### src/rtl/vc_data_array_nway.sv
// vc_data_array_nway: n-entry victim-cache line store with byte-masked writes and forwarded 1-cycle reads; VC_DATA_PARITY_EN adds per-byte parity
module vc_data_array_nway #(
    parameter int s_line      = 256,
    parameter int s_mask      = 32,
    parameter int num_entries = 4,
    parameter int s_index     = 2
) (
    input  logic                   clk,
    input  logic                   rst,
    input  logic                   read,
    input  logic [s_index-1:0]     read_idx,
    input  logic [s_mask-1:0]      write_en,
    input  logic [s_index-1:0]     write_idx,
    input  logic [s_line-1:0]      datain,
    input  logic                   inval,
    input  logic [s_index-1:0]     inval_idx,
    output logic [s_line-1:0]      dataout,
    output logic                   rvalid,
    output logic                   line_valid,
    output logic [num_entries-1:0] valid_vec,
    output logic                   parity_err
);
    logic [s_line-1:0]      lines [num_entries];
    logic [num_entries-1:0] valid;
    logic [s_line-1:0]      bmask, rd_line, fwd_line;
    logic                   wr, inv, rd_hit, same, rd_valid, fwd_valid;
    assign wr     = |write_en && int'(write_idx) < num_entries;
    assign inv    = inval && int'(inval_idx) < num_entries;
    assign rd_hit = int'(read_idx) < num_entries;
    assign same   = wr && write_idx == read_idx;
    genvar b;
    for (b = 0; b < s_mask; b++) begin : g_mask
        assign bmask[8*b +: 8] = {8{write_en[b]}};
    end
    always_comb begin
        rd_line  = '0;
        rd_valid = 1'b0;
        for (int i = 0; i < num_entries; i++) begin
            if (int'(read_idx) == i) begin
                rd_line  = lines[i];
                rd_valid = valid[i];
            end
        end
    end
    // The returned line and valid bit reflect this cycle's write/invalidate.
    assign fwd_line  = same ? (rd_line & ~bmask) | (datain & bmask) : rd_line;
    assign fwd_valid = rd_hit && (same || (rd_valid && !(inv && inval_idx == read_idx)));
    always_ff @(posedge clk) begin
        if (rst) begin
            for (int i = 0; i < num_entries; i++) lines[i] <= '0;
            valid      <= '0;
            dataout    <= '0;
            rvalid     <= 1'b0;
            line_valid <= 1'b0;
        end else begin
            for (int i = 0; i < num_entries; i++) begin
                if (wr && int'(write_idx) == i) lines[i] <= (lines[i] & ~bmask) | (datain & bmask);
                valid[i] <= (wr && int'(write_idx) == i) || (valid[i] && !(inv && int'(inval_idx) == i));
            end
            rvalid <= read;
            if (read) begin
                dataout    <= fwd_line;
                line_valid <= fwd_valid;
            end
        end
    end
    assign valid_vec = valid;
`ifdef VC_DATA_PARITY_EN
    logic [num_entries-1:0][s_mask-1:0] par;
    logic [s_mask-1:0]                  dpar, rd_par, fwd_par, calc_par;
    for (b = 0; b < s_mask; b++) begin : g_par
        assign dpar[b]     = ^datain[8*b +: 8];
        assign calc_par[b] = ^fwd_line[8*b +: 8];
    end
    always_comb begin
        rd_par = '0;
        for (int i = 0; i < num_entries; i++) begin
            if (int'(read_idx) == i) rd_par = par[i];
        end
    end
    assign fwd_par = same ? (rd_par & ~write_en) | (dpar & write_en) : rd_par;
    always_ff @(posedge clk) begin
        if (rst) begin
            par        <= '0;
            parity_err <= 1'b0;
        end else begin
            for (int i = 0; i < num_entries; i++) begin
                if (wr && int'(write_idx) == i) par[i] <= (par[i] & ~write_en) | (dpar & write_en);
            end
            parity_err <= read && rd_hit && |(calc_par ^ fwd_par);
        end
    end
`else
    assign parity_err = 1'b0;
`endif
endmodule

### config.mk
export PLATFORM = sky130hd
export DESIGN_NAME = vc_data_array_nway
export DESIGN_NICKNAME = d
export VERILOG_FILES = /design/src/rtl/vc_data_array_nway.sv
export SDC_FILE = /design/constraint.sdc
export NUM_CORES = 2
export LEC_CHECK = 0
export BUFFER_PORTS_ARGS = -buffer_cell sky130_fd_sc_hd__buf_2
export CORE_ASPECT_RATIO = 2
export CORE_UTILIZATION = 63
export CTS_CLUSTER_DIAMETER = 150
export DETAILED_ROUTE_END_ITERATION = 16
export PLACE_DENSITY = 0.95
export REMOVE_ABC_BUFFERS = 1
export SYNTH_ARGS = -nofsm -noshare
export SYNTH_HDL_FRONTEND = slang
export SYNTH_SLANG_ARGS = --single-unit
### constraint.sdc
create_clock -name clk -period 12.97 [get_ports clk]
set_input_delay 2.594 -clock clk [delete_from_list [all_inputs] [get_ports clk]]
set_output_delay 2.594 -clock clk [all_outputs]
set_load 0.005 [all_outputs]
==> out/results.ini <==
[synth]
ys_seq_elements = 1286
synth_edf_count = 1024
synth.distinct_cells = 34
seq_area_frac_synth_pct = 58.0
yosysWarnings = 0
avgSynthCellArea_um2 = 11.5
netlist_instances = 5415
ys.flop_type = edfxtp_1
mappedNetlistArea_um2 = 62000
async_reset_ff_share_pct = 0

[critical_path]
cpPeakStageDelay_ps = 950
start_kind = input port
critical_path_arrival_ps = 6940
crit_type = in -> reg
cp_max_fo = 182
crit_chain = buf_2 -> nor4_1 -> nand4_1 -> o21ai_4 -> buf_12 -> buf_4 -> a21oi_1
worstPathRequired_ps = 13400
worst_path_max_delay_cell = buf_4
crit_path_end_kind = register

[clocking]
root_buffer = clkbuf_16
hold_buffers = 0
clk_pin_slew_worst_paths_ps = 70
clock_sinks = 1286
cts_buffers = 106
clkLatencyLatePin_ps = 740
cts_resized = 0
clockBufferDepth = 3
cts_tree = yes
cts_setup_buffers = 0
cts_htree_levels = 3

[placement]
dp.cells = 6906
hpwlAfterDp_mm = 106
place_congestion = 0.840
dpl_cell_area_um2 = 65100
port_buffers = 559

[detailed_routing]
vias = 47500
routed_wl_mm = 176
wire_per_inst_um = 24.7
detail-route-antenna-nets = 0
detail_route.first_pass.iterations = 7
via_per_inst = 6.67
drtIter0Drc = 6191
drc = 0

[die]
die_height_um = 446
dieWidth_um = 224
core-area_um2 = 97500
die_area_um2 = 99800
std_cell_rows = 162
start_util_pct = 63.6
pin_count = 561

[timing]
relSlewSlack_pct = 15.4
setup_tns_ps = 0
rsz0062_at_grt = no
hold_violations = 0
slew_violations = 0
clock-skew-final_ps = 23.6
post-route-period-util_pct = 50.1
setup_viol = 0
fmax_ghz = 0.154
min_period_ps = 6500
worst_pin_slew_ps = 1270

[power_and_ir_drop]
leakagePower_nw = 24.7
p_total_w = 0.00928
p_sw_w = 0.00237
pwr-share-comb_pct = 11.6
power.share.clock_pct = 35.6
swShare_pct = 25.5
power_frac_seq_pct = 52.8
ir_drop_mv = 0.123
power_density_nw_per_um2 = 135
internal-power_w = 0.00691

[finish]
fin_util_pct = 70.4
finalNetCount = 6000
drive_gt1_share_pct = 18.3
layout_common_cells = 1024 x nand2b_1, 1024 x a21oi_1, 1024 x edfxtp_1, 771 x nand2_1, 555 x buf_2
post-route-cell-area_um2 = 68600
final.fill_count = 6086
multiInputGateArea_um2 = 24100
fin_cells = 7117
syn_to_final_growth_pct = 10.6
ff_latch_area_um2 = 36000

[grt]
antenna_found_initial = 17
grt_pass1_vias = 48300
grt_pass1_wl_mm = 268
gr-total-overflow = 0
grt_max_degree = 183
grt_use_total_pct = 34.9

[outcome]
status = complete, no violations

[flow_run]
maxCapViolations = 0

[min_path]
hold_path.class = reg -> reg

## per-stage QoR
stage          hold slack [ps]  setup WS, ps
2_1_floorplan              471          1190
3_5_place_dp               474          5730
4_1_cts                    482          6520
5_1_grt                    499          6360
6_report                   480          6470
3_3_place_gp               468          5800
## cell type report
type / instances / area share, %
Antenna cell: 10 / 0.0365
Clock buffer: 144 / 4.46
Clock inverter: 57 / 0.673
Inverter: 4 / 0.0219
Multi-Input combinational cell: 3691 / 35.2
Sequential cell: 1286 / 52.4
Tap cell: 1312 / 2.39
Timing Repair Buffer: 613 / 4.80
## flip-flops by register name, indices dropped and copies added, names as in the netlist
register,flops
valid_vec,4
dataout,256
rvalid,1
lines,1024
line_valid,1
## metal layers
layer  part of all wire, %  vias up  routed length, um  track usage [%]
met2                    49     3636              86700             57.9
met4                   5.0       16               8760             18.8
li1                      -    20300                  -                -
met3                    12      680              20700             7.66
met5                 0.061        -                108                0
met1                    34    22900              59500             42.4
## critical path: cells and delay by family
kind / cells / cell delay, ps
buffers and inverters: 3 / 2090
and+or+nand+nor: 2 / 1580
AOI/OAI and AO/OA: 2 / 530
## power by group through the flow
| stage | clock network, W | logic (W) | registers (W) |
|---|---|---|---|
| 2_1_floorplan | 0 | 0.000578 | 0.00495 |
| 3_3_place_gp | 0 | 0.00101 | 0.00495 |
| 3_5_place_dp | 0 | 0.00104 | 0.00498 |
| 4_1_cts | 0.00330 | 0.00105 | 0.00489 |
| 5_1_grt | 0.00344 | 0.00114 | 0.00492 |
| 6_report | 0.00331 | 0.00107 | 0.00490 |
## cell usage after synthesis (3+ instances only)
cell / instances / area, um^2
a21oi_1: 1024 / 5120
edfxtp_1: 1024 / 30700
nand2b_1: 1024 / 6410
nand2_1: 771 / 2890
dfxtp_1: 262 / 5250
mux4_2: 257 / 5790
nor2_1: 257 / 965
a311oi_1: 256 / 2240
clkbuf_1: 248 / 931
buf_2: 115 / 576
buf_4: 51 / 383
nand3_1: 35 / 175
and3_1: 32 / 200
buf_1: 18 / 67.6
nor4_1: 8 / 50.1
inv_1: 4 / 15.0
xnor2_1: 4 / 35.0
a31o_2: 3 / 26.3
## final timing paths
kind	slack, ps	endpoint	startpoint	cells after the start
max	6470	lines[2][113]	write_en[9]	7
min	480	dataout[130]	dataout[130]	2
max reg2reg	11570	dataout[100]	lines[0][100]	3
min reg2reg	480	dataout[130]	dataout[130]	2
## kinds of logic (layout without fill, tap and decap cells)
logic type,count (synthesis),after routing,share of synthesized area (%)
and+or+nand+nor,2135,2135,17.3
AOI/OAI and AO/OA,1294,1294,12.1
DFF,1286,1286,58.0
buffers and inverters,438,818,3.21
muxes,257,257,9.33
xor gates and xnor gates,4,4,0.0565
other,1,11,0.00604
Power figures use the tool's default switching activity.
